==> src/rtl/p_hardisc.sv <==
// Shared definitions for the hardisc front end: fetch error codes, the
// aligner state encoding and the compressed-instruction test.
package p_hardisc;

    localparam logic [2:0] FETCH_VALID = 3'b000;
    localparam logic [2:0] FETCH_BSERR = 3'b001;
    localparam logic [2:0] FETCH_PMAER = 3'b010;
    localparam logic [2:0] FETCH_INCER = 3'b011;

    typedef enum logic [1:0] {
        ALN_EMPTY,
        ALN_PART,
        ALN_FULLC
    } aln_state_t;

    // A halfword starts an RVC instruction unless its two low bits are both set.
    function automatic logic is_rvc(input logic [15:0] hw);
        return hw[1:0] != 2'b11;
    endfunction

endpackage

==> src/rtl/instr_aligner.sv <==
// Turns fetched 32-bit words into whole RVI/RVC instructions for the decoder,
// buffering one halfword so instructions crossing a word boundary are rebuilt.
module instr_aligner
    import p_hardisc::*;
(
    input  logic        s_clk_i,
    input  logic        s_rst_i,
    input  logic        s_flush_i,
    input  logic [31:0] s_word_i,
    input  logic        s_wvalid_i,
    output logic        s_wready_o,
    input  logic        s_wupper_i,
    input  logic        s_wtarget_i,
    input  logic        s_wpred_i,
    input  logic [2:0]  s_werror_i,
    input  logic        s_stall_i,
    output logic [31:0] s_instr_o,
    output logic        s_ivalid_o,
    output logic        s_pred_o,
    output logic [2:0]  s_ferror_o,
    output logic        s_aerror_o
);

    aln_state_t  state, state_n;
    logic [15:0] hold_hw, hold_hw_n;
    logic [2:0]  hold_err, hold_err_n;
    logic        hold_pred, hold_pred_n;
    logic [31:0] instr_q, instr_n;
    logic        ivalid_q, ivalid_n;
    logic        pred_q, pred_n;
    logic [2:0]  ferror_q, ferror_n;
    logic        aerror_q, aerror_n;
    logic        accept;
    logic [15:0] lo, hi;

    assign lo         = s_word_i[15:0];
    assign hi         = s_word_i[31:16];
    assign s_wready_o = ~s_stall_i & (state != ALN_FULLC);
    assign accept     = s_wvalid_i & s_wready_o;

    assign s_instr_o  = instr_q;
    assign s_ivalid_o = ivalid_q;
    assign s_pred_o   = pred_q;
    assign s_ferror_o = ferror_q;
    assign s_aerror_o = aerror_q;

    always_comb begin
        state_n     = state;
        hold_hw_n   = hold_hw;
        hold_err_n  = hold_err;
        hold_pred_n = hold_pred;
        instr_n     = instr_q;
        pred_n      = pred_q;
        ferror_n    = ferror_q;
        ivalid_n    = 1'b0;
        aerror_n    = 1'b0;

        if (s_flush_i) begin
            state_n     = ALN_EMPTY;
            hold_hw_n   = 16'h0;
            hold_err_n  = FETCH_VALID;
            hold_pred_n = 1'b0;
            instr_n     = 32'h0;
            pred_n      = 1'b0;
            ferror_n    = FETCH_VALID;
        end else if (s_stall_i) begin
            ivalid_n = ivalid_q;
            aerror_n = aerror_q;
        end else begin
            case (state)
                ALN_FULLC: begin
                    instr_n  = {16'h0, hold_hw};
                    ferror_n = hold_err;
                    pred_n   = hold_pred;
                    ivalid_n = 1'b1;
                    state_n  = ALN_EMPTY;
                end
                ALN_PART: begin
                    if (accept && s_wtarget_i) begin
                        // A redirect broke the instruction; hand over the orphan half flagged.
                        instr_n  = {16'h0, hold_hw};
                        ferror_n = hold_err;
                        pred_n   = hold_pred;
                        ivalid_n = 1'b1;
                        aerror_n = 1'b1;
                        state_n  = ALN_EMPTY;
                    end else if (accept) begin
                        instr_n     = {lo, hold_hw};
                        ferror_n    = (hold_err != FETCH_VALID) ? hold_err : s_werror_i;
                        pred_n      = s_wpred_i;
                        ivalid_n    = 1'b1;
                        hold_hw_n   = hi;
                        hold_err_n  = s_werror_i;
                        hold_pred_n = s_wpred_i;
                        state_n     = is_rvc(hi) ? ALN_FULLC : ALN_PART;
                    end
                end
                default: begin
                    if (accept) begin
                        ferror_n = s_werror_i;
                        pred_n   = s_wpred_i;
                        // Faulty words are never split; the decoder only needs the error.
                        if (s_werror_i != FETCH_VALID) begin
                            instr_n  = s_word_i;
                            ivalid_n = 1'b1;
                        end else if (s_wupper_i) begin
                            if (is_rvc(hi)) begin
                                instr_n  = {16'h0, hi};
                                ivalid_n = 1'b1;
                            end else begin
                                hold_hw_n   = hi;
                                hold_err_n  = s_werror_i;
                                hold_pred_n = s_wpred_i;
                                state_n     = ALN_PART;
                            end
                        end else if (!is_rvc(lo)) begin
                            instr_n  = s_word_i;
                            ivalid_n = 1'b1;
                        end else begin
                            instr_n     = {16'h0, lo};
                            ivalid_n    = 1'b1;
                            hold_hw_n   = hi;
                            hold_err_n  = s_werror_i;
                            hold_pred_n = s_wpred_i;
                            state_n     = is_rvc(hi) ? ALN_FULLC : ALN_PART;
                        end
                    end
                end
            endcase
        end
    end

    always_ff @(posedge s_clk_i or posedge s_rst_i) begin
        if (s_rst_i) begin
            state     <= ALN_EMPTY;
            hold_hw   <= 16'h0;
            hold_err  <= FETCH_VALID;
            hold_pred <= 1'b0;
            instr_q   <= 32'h0;
            ivalid_q  <= 1'b0;
            pred_q    <= 1'b0;
            ferror_q  <= FETCH_VALID;
            aerror_q  <= 1'b0;
        end else begin
            state     <= state_n;
            hold_hw   <= hold_hw_n;
            hold_err  <= hold_err_n;
            hold_pred <= hold_pred_n;
            instr_q   <= instr_n;
            ivalid_q  <= ivalid_n;
            pred_q    <= pred_n;
            ferror_q  <= ferror_n;
            aerror_q  <= aerror_n;
        end
    end

endmodule

==> config.mk <==
export PLATFORM = sky130hd
export DESIGN_NAME = instr_aligner
export DESIGN_NICKNAME = d
export VERILOG_FILES = /design/src/rtl/p_hardisc.sv /design/src/rtl/instr_aligner.sv
export SDC_FILE = /design/constraint.sdc
export NUM_CORES = 1
export LEC_CHECK = 0
export CORE_ASPECT_RATIO = 1.75
export CORE_MARGIN = 5
export CORE_UTILIZATION = 45
export CTS_BUF_LIST = sky130_fd_sc_hd__clkbuf_16
export CTS_CLUSTER_SIZE = 25
export DETAILED_ROUTE_END_ITERATION = 8
export GPL_ROUTABILITY_DRIVEN = 0
export HOLD_SLACK_MARGIN = 0.03
export PLACE_DENSITY = 0.73
export SETUP_SLACK_MARGIN = 0.05
export SYNTH_ARGS = -nofsm -noshare
export SYNTH_HDL_FRONTEND = slang
export SYNTH_SLANG_ARGS = --single-unit
==> constraint.sdc <==
create_clock -name s_clk_i -period 3.65 [get_ports s_clk_i]
set_input_delay 0.5475 -clock s_clk_i [delete_from_list [all_inputs] [get_ports s_clk_i]]
set_output_delay 0.5475 -clock s_clk_i [all_outputs]
set_load 0.02 [all_outputs]
==> impl_metrics.json, run 1 <==
{
  "status": "completed",
  "synth_edf_count": 0,
  "critPathKind": "reg2reg",
  "drive_gt1_share_pct": 10.2,
  "wl_mm": 9.75,
  "antenna_left": 0,
  "start_util_pct": 45.3,
  "area_growth_pct": 31.0,
  "hold_buffers": 0,
  "drc": 0,
  "p_comb_share_pct": 16.5,
  "p_total_mw": 1.70,
  "fillers": 686,
  "cp.arrival_ns": 2.85,
  "io_pins": 82,
  "cts_tree": "done",
  "power.internal_mw": 1.26,
  "maxCapViolCount": 0,
  "hp-class": "reg2reg",
  "final_max_slew_viol_count": 0,
  "ys_top_cells_by_area": "dfrtp_1 42%, mux2i_1 15%, nand2_1 11%",
  "diodes": 0,
  "power.switching_mw": 0.439,
  "post-cts-setup-buffers": 0,
  "seq_area_mm2": 0.00150,
  "critPathMaxFanout": 33,
  "synth_top_area_cell": "dfrtp_1",
  "clockBufferDepth": 2,
  "synth_seq_area_share_pct": 42.1,
  "yosysUniqueCellTypes": 41,
  "synth_area_per_cell_um2": 9.47,
  "antenna_found_initial": 0,
  "async_flop_share_pct": 100,
  "max_freq_ghz": 0.386,
  "numCtsBuffers": 9,
  "fp-row-count": 43,
  "dieWidth_um": 77.3,
  "netlist_area_mm2": 0.00356,
  "hold_viol_final": 0,
  "dr.first_iter.drc_count": 153,
  "power_density_mw_per_mm2": 364,
  "swShare_pct": 25.8,
  "final-setup-viol-count": 0,
  "dp_hpwl_mm": 6.62,
  "worstPathRequired_ns": 3.91,
  "fin_nets": 492,
  "post_drt_wl_per_cell_um": 18.0,
  "grt_max_degree": 48,
  "clock-sinks": 60,
  "yosys-top-cells-count": "107 x nand2_1, 60 x dfrtp_1, 54 x mux2i_1, 18 x a21oi_1, 17 x a311o_1",
  "syn_inst": 376,
  "rsz0062_at_grt": "no",
  "clock_latency_ns": 0.33,
  "cts-resized-gates": 0,
  "synth_top_cell_area_share_pct": 42.1,
  "reg2reg_depth": 7,
  "timing.final.crit_period_ns": 2.59,
  "grt_pass1_wl_mm": 15.8,
  "fin_skew_ns": 0.00421,
  "dr.pass1.iters": 4,
  "grt_use_total_pct": 20.1,
  "ys_warn_count": 0,
  "coreArea_mm2": 0.00786,
  "die_area_mm2": 0.00987,
  "vdd_ir_drop_max_mv": 0.240,
  "yosys.cell_count.top_type": "nand2_1",
  "reg2reg_from": "state[0]",
  "synthFlopType": "dfrtp_1",
  "max-slew-margin-rel_pct": 16.7,
  "globalRouteOverflowTotal": 0,
  "cts_root_buffer": "clkbuf_16",
  "grt_pass1_vias": 3185,
  "tightest_slew_ns": 1.22,
  "clkPwrFrac_pct": 42.4,
  "leakage_nw": 2.14,
  "vias": 3135,
  "via_per_inst": 5.78,
  "ys_seq_elements": 60,
  "worst_setup_path_start_kind": "register",
  "reg2reg_slack_ns": 1.06,
  "timing.rr.end": "s_ferror_o[1]",
  "crit_end": "s_ferror_o[1]",
  "numPortBuffers": 81,
  "seqPwrFrac_pct": 41.1,
  "fin_crit_sh_pct": 71.0,
  "finalSetupTns_ns": 0,
  "crit_path_end_kind": "register",
  "multi_input_area_mm2": 0.00188,
  "synth_nets": 421,
  "critical_path.startpoint": "state[0]",
  "die_h_um": 128,
  "htree_levels": 3,
  "clkTransAtPathRegs_ns": 0.05
}
-- layout make-up --
cell class              count  share of cell area (%)
clock buffers               9                    4.83
inverters                   7                   0.563
clock inverters             7                   0.590
well taps                  90                    2.41
multi-input cells         277                    40.3
flip-flops and latches     60                    32.2
repair buffers             92                    19.1
-- sequential cells by signal, summed over array words and instances, names as in the netlist --
name and cells:
s_instr_o 32, hold_hw 16, hold_err 3, s_ferror_o 3, state 2, hold_pred 1
s_aerror_o 1, s_ivalid_o 1, s_pred_o 1
-- how the worst min path moves through the flow --
stage,startpoint,to,slack (ns),depth (start not counted)
after detailed placement,s_aerror_o,s_aerror_o,0.51,2
after global placement,s_aerror_o,s_aerror_o,0.49,2
after floorplan,hold_err[2],s_ferror_o[2],0.49,2
after global routing,hold_hw[8],hold_hw[8],0.54,2
final,s_aerror_o,s_aerror_o,0.52,2
after CTS,s_aerror_o,s_aerror_o,0.52,2
-- per-layer routing --
metal	vias up	part of all wire (%)	wire length [µm]	track usage [%]
met5	-	0	0	0
met4	0	3.0	289	11.4
met3	20	4.4	430	3.80
met2	97	54	5240	34.4
met1	1546	39	3790	23.1
li1	1472	-	-	-
-- stage by stage --
step | instance area [µm²] | util, % | hold slack [ns] | cells | setup slack [ns]
after floorplan | 3560 | - | 0.489 | 376 | 1.62
after global routing | 4670 | 59.4 | 0.543 | 542 | 0.929
after detailed placement | 4410 | 56.2 | 0.506 | 526 | 0.828
after global placement | 4410 | 56.2 | 0.494 | 526 | 0.920
after CTS | 4670 | 59.4 | 0.518 | 542 | 1.08
final | 4670 | 59.4 | 0.516 | 542 | 1.06
-- kinds of logic (layout without fill, tap and decap cells) --
| kind of cell | Yosys count | in the layout | synth area share, % |
|---|---|---|---|
| muxes | 71 | 71 | 20.5 |
| adders and majority gates | 2 | 2 | 0.702 |
| AOI/OAI and AO/OA | 56 | 56 | 12.4 |
| and+or+nand+nor | 148 | 148 | 18.5 |
| buffers and inverters | 39 | 115 | 5.66 |
| DFF | 60 | 60 | 42.1 |
-- cells in the final DEF (no fill, tap or decap), types with 2 or more instances in the layout --
cell type and n:
a311o_1 17, mux2i_1 54, nor2_1 8, nand2b_1 2, mux2_2 15, o21ai_1 2
mux2_1 2, a31oi_1 3, a32oi_1 2, a2111oi_0 2, inv_1 8, clkbuf_16 9
nand2_1 107, dfrtp_1 60, nor4bb_1 2, clkdlybuf4s50_1 81, nand3_1 16, a21oi_1 18
buf_4 11, nor3_1 2, nand3b_1 2, a211oi_1 2, inv_2 2, clkinv_1 3
a221o_1 3
-- power by group through the flow --
stage | sequential (mW) | combinational, mW | clock [mW]
6_report | 0.699 | 0.281 | 0.720
5_1_grt | 0.701 | 0.303 | 0.758
4_1_cts | 0.699 | 0.283 | 0.735
3_5_place_dp | 0.709 | 0.282 | 0
3_3_place_gp | 0.709 | 0.277 | 0
2_1_floorplan | 0.729 | 0.129 | 0
-- critical path: stages, from the launching register on --
cell and delay (ns):
dfrtp_1 0.37, inv_1 0.05, ha_2 0.73, inv_1 0.22, a311oi_2 0.28, buf_4 0.31
nor4bb_1 0.39, a221o_1 0.17
Note: power is estimated with default switching activity, not from simulation.
==> inputs of run 2 (changes only) <==
==> constraint.sdc (replaced) <==
create_clock -name s_clk_i -period 2.5 [get_ports s_clk_i]
set_input_delay 0.375 -clock s_clk_i [delete_from_list [all_inputs] [get_ports s_clk_i]]
set_output_delay 0.375 -clock s_clk_i [all_outputs]
set_load 0.02 [all_outputs]
==> run 2 against run 1 <==
Compared with the run above: cell area up 2.5%; critical path depth unchanged; clock skew up 0.00054 ns; global-route usage is 0.70 points higher; setup slack got worse by 0.70 ns; largest power group unchanged; clock power rose by 67%; die area stayed put; hold slack worse by 0.19 ns; total power up 55%.
==> impl_metrics.json, run 2 (synthesis results as in run 1) <==
{
  "dr.first_iter.drc_count": 249,
  "critPathSlowestCell": "a311oi_2",
  "power_density_mw_per_mm2": 552,
  "critPathKind": "reg2reg",
  "rsz0062_at_grt": "no",
  "final_common_cell": "nand2_1",
  "cts_root_buffer": "clkbuf_16",
  "worst_setup_path_start_kind": "register",
  "globalRouteOverflowTotal": 0,
  "critPathMaxFanout": 13,
  "drive_gt1_share_pct": 12.4,
  "layout_common_cells": "107 x nand2_1, 81 x clkdlybuf4s50_1, 60 x dfrtp_1",
  "grt_max_degree": 53,
  "antenna_found_initial": 0,
  "fin_crit_sh_pct": 85.7,
  "final-setup-viol-count": 0,
  "coreArea_mm2": 0.00786,
  "cp.arrival_ns": 2.38,
  "grt_pass1_vias": 3362,
  "cp.depth": 7,
  "numCtsBuffers": 9,
  "clockBufferDepth": 2,
  "clock-sinks": 60,
  "dp_cells": 534,
  "finalNonFillerCells": 550,
  "htree_levels": 3,
  "post-cts-setup-buffers": 0,
  "diodes": 0,
  "path_cells": "inv_1 -> ha_1 -> nor2_1 -> a311oi_2 -> buf_4 -> nand3_1 -> mux2i_1",
  "numPortBuffers": 81,
  "grt_use_total_pct": 20.8,
  "cpPeakStageDelay_ns": 0.48,
  "multi_input_area_mm2": 0.00188,
  "hp-class": "in2async",
  "post_drt_wl_per_cell_um": 18.2,
  "via_per_inst": 5.86,
  "final_max_slew_viol_count": 0,
  "hold_buffers": 0,
  "finalSetupTns_ns": 0,
  "worstPathRequired_ns": 2.74,
  "cp_num_buf_inv": 2,
  "drc": 0,
  "vdd_ir_drop_max_mv": 0.332,
  "fin_skew_ns": 0.00475,
  "fillers": 688,
  "clock_latency_ns": 0.33,
  "hold_viol_final": 0,
  "reg2reg_slack_ns": 0.36,
  "grt_pass1_wl_mm": 16.3,
  "max_freq_ghz": 0.467,
  "clkTransAtPathRegs_ns": 0.05,
  "maxCapViolCount": 0,
  "leakage_nw": 2.20,
  "vias": 3223,
  "die_h_um": 128,
  "die_area_mm2": 0.00987,
  "crit_path_end_kind": "register",
  "reg2reg_depth": 7,
  "largest_reg_flops": 32,
  "tightest_slew_ns": 0.698,
  "reg2reg_from": "state[1]",
  "seq_area_mm2": 0.00150,
  "area_growth_pct": 34.2,
  "fp-row-count": 43,
  "wl_mm": 10.0,
  "max-slew-margin-rel_pct": 53.5,
  "dr.pass1.iters": 5,
  "io_pins": 82,
  "cts-resized-gates": 0,
  "status": "completed",
  "antenna_left": 0,
  "dp_hpwl_mm": 6.86,
  "dieWidth_um": 77.3,
  "start_util_pct": 45.3,
  "timing.rr.end": "s_instr_o[21]",
  "cpLargestDelayFamily": "compound AO/OA/AOI/OAI gates",
  "timing.final.crit_period_ns": 2.14,
  "fin_nets": 500,
  "cts_tree": "done"
}
-- run 2: changes by cell type in the layout (fill, tap and decap cells not counted) --
cell        previous run  this run
buf_4                 11        17
buf_12                 0         2
inv_1                  8         6
bufinv_16              0         1
clkinv_1               3         2
clkinv_2               1         2
clkinvlp_4             0         1
-- run 2: worst max path at each step --
stage	end	slack, ns	from
final	s_instr_o[21]	0.36	state[1]
after global routing	s_instr_o[17]	0.23	state[1]
after CTS	s_instr_o[20]	0.33	state[1]
after detailed placement	s_instr_o[20]	0.11	s_werror_i[0]
after global placement	s_instr_o[22]	0.15	s_werror_i[0]
after floorplan	hold_hw[5]	0.51	state[0]
-- run 2: area by class of cell --
class,count,area share (%)
multi-input cells,277,39.3
clock inverters,7,1.23
repair buffers,100,20.5
clock buffers,9,4.71
well taps,90,2.35
flip-flops and latches,60,31.4
inverters,7,0.549
-- run 2: per-layer routing --
metal | GRT usage [%] | vias up | share of wire [%]
met5 | 0 | - | 0
met4 | 11.1 | 0 | 2.3
met3 | 4.99 | 16 | 6.0
met2 | 35.6 | 125 | 53
met1 | 23.5 | 1601 | 39
li1 | - | 1481 | -
-- run 2: stage by stage --
stage | hold slack [ns] | utilization (%) | cell area [µm²] | setup WS (ns) | power, mW
after floorplan | 0.489 | - | 3560 | 0.511 | 1.25
after global routing | 0.381 | 60.9 | 4780 | 0.226 | 2.74
final | 0.326 | 60.9 | 4780 | 0.358 | 2.64
after global placement | 0.495 | 57.3 | 4500 | 0.147 | 1.45
after detailed placement | 0.504 | 57.3 | 4500 | 0.105 | 1.46
after CTS | 0.329 | 60.9 | 4780 | 0.334 | 2.66
-- run 2: report_power, final --
group          leakage [nW]  internal, mW  switching [mW]  total, mW
Sequential            0.828          1.00          0.0188       1.02
Clock                 0.141         0.756           0.442       1.20
Combinational          1.23         0.203           0.218      0.421
